**src/rtl/tmr_adder_ctrl.sv**
```systemverilog
// tmr_adder_ctrl
// Collects N sign-magnitude operands onto a registered bus for an external
// TMR adder tree. It then samples the tree result and its voter-mismatch flag
// and holds the result until the consumer takes it.
// Build option: define TMR_ADDER_CTRL_RETRY_EN to re-evaluate the tree up to
// MAX_RETRY times after a voter mismatch. When it is not defined, the first
// mismatch is reported as an unrecoverable error.
module tmr_adder_ctrl #(
    parameter int N         = 8,
    parameter int WIDTH     = 16,
    parameter int MAX_RETRY = 2
) (
    input  logic                 clk,
    input  logic                 rst,
    input  logic                 in_valid,
    input  logic [WIDTH-1:0]     in_data,
    output logic                 in_ready,
    output logic [N*WIDTH-1:0]   operand,
    input  logic [WIDTH-1:0]     tree_sum,
    input  logic                 tree_invalid,
    output logic                 out_valid,
    output logic [WIDTH-1:0]     out_data,
    output logic                 out_err,
    input  logic                 out_ready,
    output logic                 busy
);

    localparam int               CNT_W    = (N > 1) ? $clog2(N) : 1;
    localparam logic [CNT_W-1:0] LAST_IDX = CNT_W'(N - 1);

    typedef enum logic [1:0] {
        LOAD = 2'd0,
        EVAL = 2'd1,
        DONE = 2'd2
    } state_t;

    state_t           state;
    state_t           state_next;
    logic [CNT_W-1:0] count;

    // One-cycle strobes decoded by the FSM and consumed by the datapath.
    logic load_fire;
    logic eval_pass;
    logic eval_fail;
    logic release_fire;

`ifdef TMR_ADDER_CTRL_RETRY_EN
    localparam int RETRY_W = 3;

    logic [RETRY_W-1:0] retry_cnt;
    logic               retry_fire;
    logic               retry_left;

    assign retry_left = (retry_cnt < RETRY_W'(MAX_RETRY));
`endif

    // Reject parameter sets the counters cannot represent.
    generate
        if (N < 2) begin : g_bad_n
            $error("tmr_adder_ctrl: N must be at least 2");
        end
        if (MAX_RETRY < 1 || MAX_RETRY > 7) begin : g_bad_retry
            $error("tmr_adder_ctrl: MAX_RETRY must be in 1..7");
        end
    endgenerate

    // State register. Reset returns to LOAD and drops any pending work.
    always_ff @(posedge clk) begin
        // NOTE: non-blocking (<=) so every flop samples pre-edge values, whatever order the blocks run in.
        if (rst) begin
            state <= LOAD;
        end else begin
            state <= state_next;
        end
    end

    // Next-state logic, handshake outputs and datapath strobes.
    always_comb begin
        // NOTE: every output gets a default first, so no path through the case infers a latch.
        state_next   = state;
        in_ready     = 1'b0;
        out_valid    = 1'b0;
        busy         = 1'b1;
        load_fire    = 1'b0;
        eval_pass    = 1'b0;
        eval_fail    = 1'b0;
        release_fire = 1'b0;
`ifdef TMR_ADDER_CTRL_RETRY_EN
        retry_fire   = 1'b0;
`endif
        case (state)
            LOAD: begin
                in_ready = 1'b1;
                busy     = 1'b0;
                if (in_valid) begin
                    load_fire = 1'b1;
                    if (count == LAST_IDX) begin
                        state_next = EVAL;
                    end
                end
            end
            EVAL: begin
                if (!tree_invalid) begin
                    eval_pass  = 1'b1;
                    state_next = DONE;
                end else begin
`ifdef TMR_ADDER_CTRL_RETRY_EN
                    if (retry_left) begin
                        // Hold the operands one more cycle so the tree re-votes.
                        retry_fire = 1'b1;
                    end else begin
                        eval_fail  = 1'b1;
                        state_next = DONE;
                    end
`else
                    eval_fail  = 1'b1;
                    state_next = DONE;
`endif
                end
            end
            DONE: begin
                out_valid = 1'b1;
                if (out_ready) begin
                    release_fire = 1'b1;
                    state_next   = LOAD;
                end
            end
            default: begin
                state_next = LOAD;
            end
        endcase
    end

    // Modulo-N transfer counter. It wraps to zero on the N-th transfer.
    always_ff @(posedge clk) begin
        if (rst) begin
            count <= '0;
        end else if (load_fire) begin
            count <= (count == LAST_IDX) ? '0 : count + CNT_W'(1);
        end
    end

    // Operand bus. Transfer k lands in slot N-1-k, so the first operand is in the MSB slice.
    always_ff @(posedge clk) begin
        // NOTE: this wide register is reset, unlike a RAM, because its cleared value is visible on the port.
        if (rst) begin
            operand <= '0;
        end else if (load_fire) begin
            for (int i = 0; i < N; i++) begin
                if (count == CNT_W'(i)) begin
                    operand[(N - i)*WIDTH-1 -: WIDTH] <= in_data;
                end
            end
        end
    end

    // Result register. It captures the tree sum unchanged, or a zeroed error result.
    always_ff @(posedge clk) begin
        if (rst) begin
            out_data <= '0;
            out_err  <= 1'b0;
        end else if (eval_pass) begin
            out_data <= tree_sum;
            out_err  <= 1'b0;
        end else if (eval_fail) begin
            out_data <= '0;
            out_err  <= 1'b1;
        end
    end

`ifdef TMR_ADDER_CTRL_RETRY_EN
    // Retry counter. It counts re-evaluations and clears once the result is taken.
    always_ff @(posedge clk) begin
        if (rst) begin
            retry_cnt <= '0;
        end else if (retry_fire) begin
            retry_cnt <= retry_cnt + RETRY_W'(1);
        end else if (release_fire) begin
            retry_cnt <= '0;
        end
    end
`endif

endmodule

```
**config.mk**
```make
export PLATFORM = sky130hd
export DESIGN_NAME = tmr_adder_ctrl
export DESIGN_NICKNAME = d
export VERILOG_FILES = /design/src/rtl/tmr_adder_ctrl.sv
export SDC_FILE = /design/constraint.sdc
export NUM_CORES = 1
export LEC_CHECK = 0
export ABC_AREA = 1
export BUFFER_PORTS_ARGS = -buffer_cell sky130_fd_sc_hd__buf_2
export CAP_MARGIN = 20
export CORE_MARGIN = 3
export CORE_UTILIZATION = 55
export DETAILED_ROUTE_END_ITERATION = 12
export PLACE_DENSITY = 0.9
export SLEW_MARGIN = 40
export SYNTH_ARGS = -nofsm -noshare
export SYNTH_HDL_FRONTEND = slang
export SYNTH_SLANG_ARGS = --single-unit
```
**constraint.sdc**
```tcl
create_clock -name clk -period 3.3 [get_ports clk]
set_clock_uncertainty 0.2 [all_clocks]
set_input_delay 0.165 -clock clk [delete_from_list [all_inputs] [get_ports clk]]
set_output_delay 0.165 -clock clk [all_outputs]
set_load 0.02 [all_outputs]
```
==> results of run 1 <==
## cells in the mapped netlist (2+ instances only)
master / number
a21oi_1: 18
buf_1: 2
buf_2: 26
buf_4: 6
clkbuf_1: 24
dfxtp_1: 150
ha_1: 6
inv_1: 154
inv_2: 3
nand2_1: 249
nand2_2: 2
nand3_1: 3
nand3_2: 2
nand4_1: 96
nor2_1: 220
nor2_2: 2
nor2_4: 3
o21ai_0: 2
## cell families (layout without fill, tap and decap cells)
group                    after synthesis  after routing  synth area share, %
AO/OA/AOI/OAI                         20             20                 1.54
adder cells (fa/ha/maj)                6              6                 1.15
buffers and inverters                217            447                 13.5
AND/OR/NAND/NOR                      578            578                 37.8
flip-flops                           150            150                 46.1
## timing repair
item	CTS	global route
resized for setup	0	0
hold buffers	68	0
endpoints found under the hold margin	51	0
## tightest hold or removal path: cells and delay by family
family / cells / cell delay (ps)
AND/OR/NAND/NOR: 3 / 310
buffers and inverters: 1 / 310
## report_power, final
part           leakage (nW)  switching [mW]  total [mW]  internal (mW)
combinational          3.08           0.354       0.526          0.172
sequential             1.22          0.0402        1.92           1.88
clock                 0.320           0.734        2.15           1.42
total                  4.62            1.13        4.60           3.47
## through the flow
step           worst slack [ps]  hold WS [ps]
6_report                    167           189
4_1_cts                     361           151
3_5_place_dp               1090           222
2_1_floorplan              1710          99.9
5_1_grt                    2.06           191
3_3_place_gp               1180           213
## worst max-delay path by stage
stage | start | endpoint | slack, ps | cells after the start
3_3_place_gp | state[0]$_SDFFE_PP0P_ | operand[39]$_SDFFE_PP0P_ | 1180 | 6
6_report | state[0]$_SDFFE_PP0P_ | out_data[8]$_SDFFE_PP0P_ | 170 | 6
4_1_cts | state[0]$_SDFFE_PP0P_ | out_data[9]$_SDFFE_PP0P_ | 360 | 6
5_1_grt | state[0]$_SDFFE_PP0P_ | out_data[8]$_SDFFE_PP0P_ | 2 | 6
3_5_place_dp | state[0]$_SDFFE_PP0P_ | operand[35]$_SDFFE_PP0P_ | 1090 | 6
2_1_floorplan | count[0]$_SDFFE_PP0P_ | operand[21]$_SDFFE_PP0P_ | 1710 | 9
## state kept, by name (all words and copies together) (netlist names)
name / flops
state: 2
out_err: 1
out_data: 16
count: 3
operand: 128
## area by class of cell
class | count | area [um^2]
inverters | 158 | 598
clock inverters | 8 | 168
well taps | 143 | 179
flip-flops and latches | 150 | 3000
clock buffers | 24 | 492
fillers | 844 | 2770
repair buffers | 257 | 1660
multi-input cells | 604 | 2650
## routing by layer
layer	GRT usage, %	wire length [um]	vias up
met5	0	0	-
met4	16.4	841	0
met3	10.1	1950	72
met2	48.7	9430	345
met1	35.0	7880	3101
li1	-	-	3380
==> results.md, run 1 <==
- Status: complete, no violations
- Final #Nets: 1231
- Die ar.: 0.0132 mm^2
- EDFF count, synth: 0
- CP max-delay cell: nor2_2
- GPL Wtd Cong: a little under 0.9
- Most common cell after layout, fill and taps aside: nand2_1
- Clock-pin transition on the worst setup and hold timing paths: ~60 ps
- CTS tree: yes
- Share of the synthesized area in the top cell type: approximately 46%
- Max Slew Vio Count: 0
- Routed Antenna Nets: 0
- Root Buffer: clkbuf_16
- Vias: about 6900
- Nature of the critical path endpoint: register
- Initial Utilization: 56.6%
- Final setup TNS: 0 ps
- Initial antenna violation count: 0
- Fmax: approximately 320 MHz
- Drt wl/cell: around 15 um
- Chip height: about 110 um
- Max stage delay on crit path: roughly 640 ps
- Placed Cells: 1244
- RSZ-0062 raised after global routing: false
- Fraction of layout cells with a size suffix above 1: between 15 and 20%
- Top area cells in the synthesized netlist: dfxtp_1 46%, nand2_1 14%, nor2_1 13%, nand4_1 9.2%, inv_1 8.9%
- Max Cap Viol: 0
- R2R cell count: 6
- Most used DFF post-synth: dfxtp_1
- Worst slew pin tran: about 720 ps
- Synthesized area: approximately 0.0065 mm^2
- Worst Path Buf+Inv: 2
- Power Density: 526 mW/mm^2
- Gr usage total: around 30%
- Vias in the first global route: about 6300
- Final core occ: between 70% and 80%
- Area grow syn2layout: 34.3%
- Leak: 4.62 nW
- Synth Register Bits: 150
- Reg-to-reg endpoint: out_data[8]$_SDFFE_PP0P_
- # port buffers: approximately 180
- Worst R2R Start: state[0]$_SDFFE_PP0P_
- HPWL after DPL: 11700 um
- Largest net degree at the start of global routing: 88
- Post CTS Setup Buffer Count: 0
- Count of final hold-check violations: 0
- Routed WL: between 20000 and 25000 um
- Critical path arrival: roughly 3300 ps
- Mapped Nets: a little over 1000
- Most frequent cells in the layout: 249 x nand2_1, 217 x nor2_1, 184 x buf_2
- Residual DRC: 0
- Mean Syn Cell Area: ~6.7 um^2
- Sink Count: 150
- Crit path kind: register to register
- Worst Path Required: 3460 ps
- Hold depth: 4
- Slew HR: a little over 50%
- Async SR Flop Fraction: 0%
- Cell Rows: 39
- Total core area: 0.0115 mm^2
- Peak VDD IR: between 0.3 and 0.4 mV
- GR Overflow Total: 0
- Hold_sp: in_valid
- CP most frequent cell: dlygate4sd3_1
- Yosys Warn Count: 0
- CTS Buffer Depth: 2
- Avg Vias per Cell: between 5 and 6
- Final non-filler cell total: about 1300
- Critical Path Source Type: register
- Cell Chain, Critical Path: nand2_2, nor2_2, nand2_1, dlygate4sd3_1, a21oi_1, dlygate4sd3_1
- Maximum fanout along the worst path: 18
- Crit path time final: 3130 ps
- R2R setup slack: about 170 ps
- Worst skew pair latency: 430 ps
- Placed cell area: roughly 0.0074 mm^2
- Ports: 185
- Post-synth top area cell: dfxtp_1
- Die W: 115 um
- Number of diodes: 0
- Final setup violation count: 0
- Num CTS Buffers: 17
- Iteration count of the initial detailed-routing pass: 6
- Finished Cell Area: 0.00875 mm^2
- Hold WC Path Type: input port to register
- First-pass GRT wire length: approximately 31000 um
- Mapped Cells: about 1000
- First-iteration detailed-routing DRC count: ~640
- Final period util: a little over nine tenths
- Pwr Total: 4.60 mW
- Post-synthesis cell type count: 21
- Hold EP: operand[24]$_SDFFE_PP0P_
- Cell family with most CP delay: buffers and inverters
- H-tree depth: 4
- Sequential area share after synthesis: a little under half
(Power assumes the default switching activity.)
==> run 2: changes to the inputs <==
--- a/config.mk
+++ b/config.mk
@@ -11,7 +11,7 @@
 export CORE_MARGIN = 3
 export CORE_UTILIZATION = 55
 export DETAILED_ROUTE_END_ITERATION = 12
-export PLACE_DENSITY = 0.9
+export PLACE_DENSITY_LB_ADDON = 0.15
 export SLEW_MARGIN = 40
 export SYNTH_ARGS = -nofsm -noshare
 export SYNTH_HDL_FRONTEND = slang
==> run 2 against run 1 <==
Effect of this change: worst setup slack worse by 2.0 ps; non-clock buffer count up 2; clock-buffer cell count up 5.
==> results.md, run 2 (synthesis results as in run 1) <==
- Status: complete, no violations (unchanged)
- Hold_sp: in_valid (unchanged)
- GRT Max-Usage Layer: met2 (unchanged)
- Hold WC Path Type: input port to register (unchanged)
- Gr usage total: 30.1% (was 30.0%)
- Ports: 185 (unchanged)
- Met1 usage: 35.6% (was 35.0%)
- Area grow syn2layout: 32.2% (was 34.3%)
- Worst skew pair latency: 420 ps (was 430 ps)
- Drt wl/cell: 14.7 um (was 15.0 um)
- First-pass GRT wire length: 31000 um (was 31100 um)
- Final #Nets: 1233 (was 1231)
- Worst slew pin tran: 734 ps (was 724 ps)
- Critical Path Source Type: register (unchanged)
- Post CTS Setup Buffer Count: 0 (unchanged)
- Final period util: 95.0% (was 94.9%)
- Final setup violation count: 0 (unchanged)
- Largest net degree at the start of global routing: 67 (was 88)
- Met2 GRT Util: 49.3% (was 48.7%)
- Most frequent cells in the layout: 249 x nand2_1, 217 x nor2_1, 184 x buf_2 (unchanged)
- Initial Utilization: 56.6% (unchanged)
- Clock-pin transition on the worst setup and hold timing paths: 60 ps (about the same)
- Die ar.: 0.0132 mm^2 (unchanged)
- H-tree depth: 4 (unchanged)
- Num CTS Buffers: 17 (unchanged)
- FILL cells: 887 (was 844)
- Power Density: 487 mW/mm^2 (was 526 mW/mm^2)
- # port buffers: 184 (unchanged)
- CP max-delay cell: dlygate4sd3_1 (was nor2_2)
- Leak: 4.56 nW (was 4.62 nW)
- Crit path from: state[0]$_SDFFE_PP0P_ (unchanged)
- Vias in the first global route: 6183 (was 6255)
- First-iteration detailed-routing DRC count: 491 (was 641)
- CTS tree: yes (unchanged)
- Max stage delay on crit path: 640 ps (about the same)
- Max FFs per register: 128 (unchanged)
- Avg Vias per Cell: 4.94 (was 5.13)
- Critical path arrival: 3300 ps (about the same)
- Count of final hold-check violations: 0 (unchanged)
- Sink Count: 150 (unchanged)
- Placed Cells: 1246 (was 1244)
- Peak VDD IR: 0.396 mV (was 0.338 mV)
- Crit path kind: register to register (unchanged)
- Initial antenna violation count: 0 (unchanged)
- Residual DRC: 0 (unchanged)
- GR Overflow Total: 0 (unchanged)
- Crit path time final: 3130 ps (about the same)
- Max Slew Vio Count: 0 (unchanged)
- Routed Antenna Nets: 0 (unchanged)
- Cell Rows: 39 (unchanged)
- Chip height: 115 um (unchanged)
- Routed WL: 19800 um (was 20100 um)
- Top flop regs: operand (128), out_data (16), count (3) (unchanged)
- RSZ-0062 raised after global routing: false (unchanged)
- Fraction of layout cells with a size suffix above 1: 19.3% (was 19.5%)
- CTS Buffer Depth: 2 (unchanged)
- Most common cell after layout, fill and taps aside: nand2_1 (unchanged)
- HPWL after DPL: 11300 um (was 11700 um)
- Max Cap Viol: 0 (unchanged)
- Final setup TNS: 0 ps (unchanged)
- Cell Chain, Critical Path: nand2_2, nor2_2, nand2_1, dlygate4sd3_1, a21oi_1, dlygate4sd3_1 (unchanged)
- Final non-filler cell total: 1346 (was 1344)
- Vias: 6651 (was 6898)
- Slew HR: 51.1% (was 51.7%)
- Root Buffer: clkbuf_16 (unchanged)
- Maximum fanout along the worst path: 18 (unchanged)
- Iteration count of the initial detailed-routing pass: 6 (unchanged)
- Die W: 115 um (unchanged)
- Fmax: 319 MHz (about the same)
- GPL Wtd Cong: 0.827 (was 0.880)
- Total core area: 0.0115 mm^2 (unchanged)
- Worst R2R Start: state[0]$_SDFFE_PP0P_ (unchanged)
- Most flops, register: operand (unchanged)
- Number of diodes: 0 (unchanged)
- Worst Path Required: 3460 ps (about the same)
- CP most frequent cell: dlygate4sd3_1 (unchanged)
- Nature of the critical path endpoint: register (unchanged)
- Met3 GRT Util: 10.2% (was 10.1%)
run 2: cell count changes in the layout (fill, tap and decap cells not counted), sizes merged:
cell	before	now
clkbuf	24	29
clkinv	2	4
buf	189	191
bufinv	5	0
clkinvlp	1	0
inv	158	157
run 2: path summary, 6_finish.rpt:
kind,endpoint,slack (ps),cells past startpoint
hold / removal,operand[124]$_SDFFE_PP0P_,240,4
hold reg to reg,operand[99]$_SDFFE_PP0P_,270,2
setup reg to reg,out_data[15]$_SDFFE_PP0P_,170,6
setup / recovery,out_data[15]$_SDFFE_PP0P_,170,6
run 2: metrics by stage:
stage	power, mW	hold WS, ps	setup WS (ps)	instance area, um^2	util, %
6_report	4.20	238	165	8610	74.8
5_1_grt	4.34	269	9.36	8610	74.8
4_1_cts	4.20	217	403	8610	74.8
3_5_place_dp	2.43	219	1160	7400	64.2
3_3_place_gp	2.43	217	1150	7390	64.2
2_1_floorplan	2.27	99.9	1710	6520	-
run 2: area by class of cell:
cell class	instances	area (um^2)	share of cell area, %
sequential	150	3000	34.9
multi-input combinational	604	2650	30.7
timing repair buffer	259	1650	19.2
inverter	158	594	6.90
clock buffer	29	520	6.04
tap	143	179	2.08
clock inverter	3	15.0	0.174
run 2: layer usage:
layer / vias to the layer above / wire length [um]
met5: - / 0
met4: 0 / 664
met3: 48 / 1720
met2: 272 / 9290
met1: 2949 / 8140
li1: 3382 / -
run 2: critical path: cells and delay by family (launching register included):
family,cells,cell delay [ps]
and+or+nand+nor,3,1050
AOI/OAI and AO/OA,1,190
buffers and inverters,2,1210
DFF,1,430
run 2: repair_timing:
action / 4_1_cts / 5_1_grt
hold buffers: 68 / 0
endpoints found under the hold margin: 51 / 0
gates resized for setup: 0 / 0
run 2: power by group:
part / total [mW] / switching (mW) / leakage, nW / internal (mW)
Sequential: 1.92 / 0.0402 / 1.22 / 1.88
Combinational: 0.521 / 0.350 / 3.08 / 0.171
Clock: 1.76 / 0.697 / 0.265 / 1.06
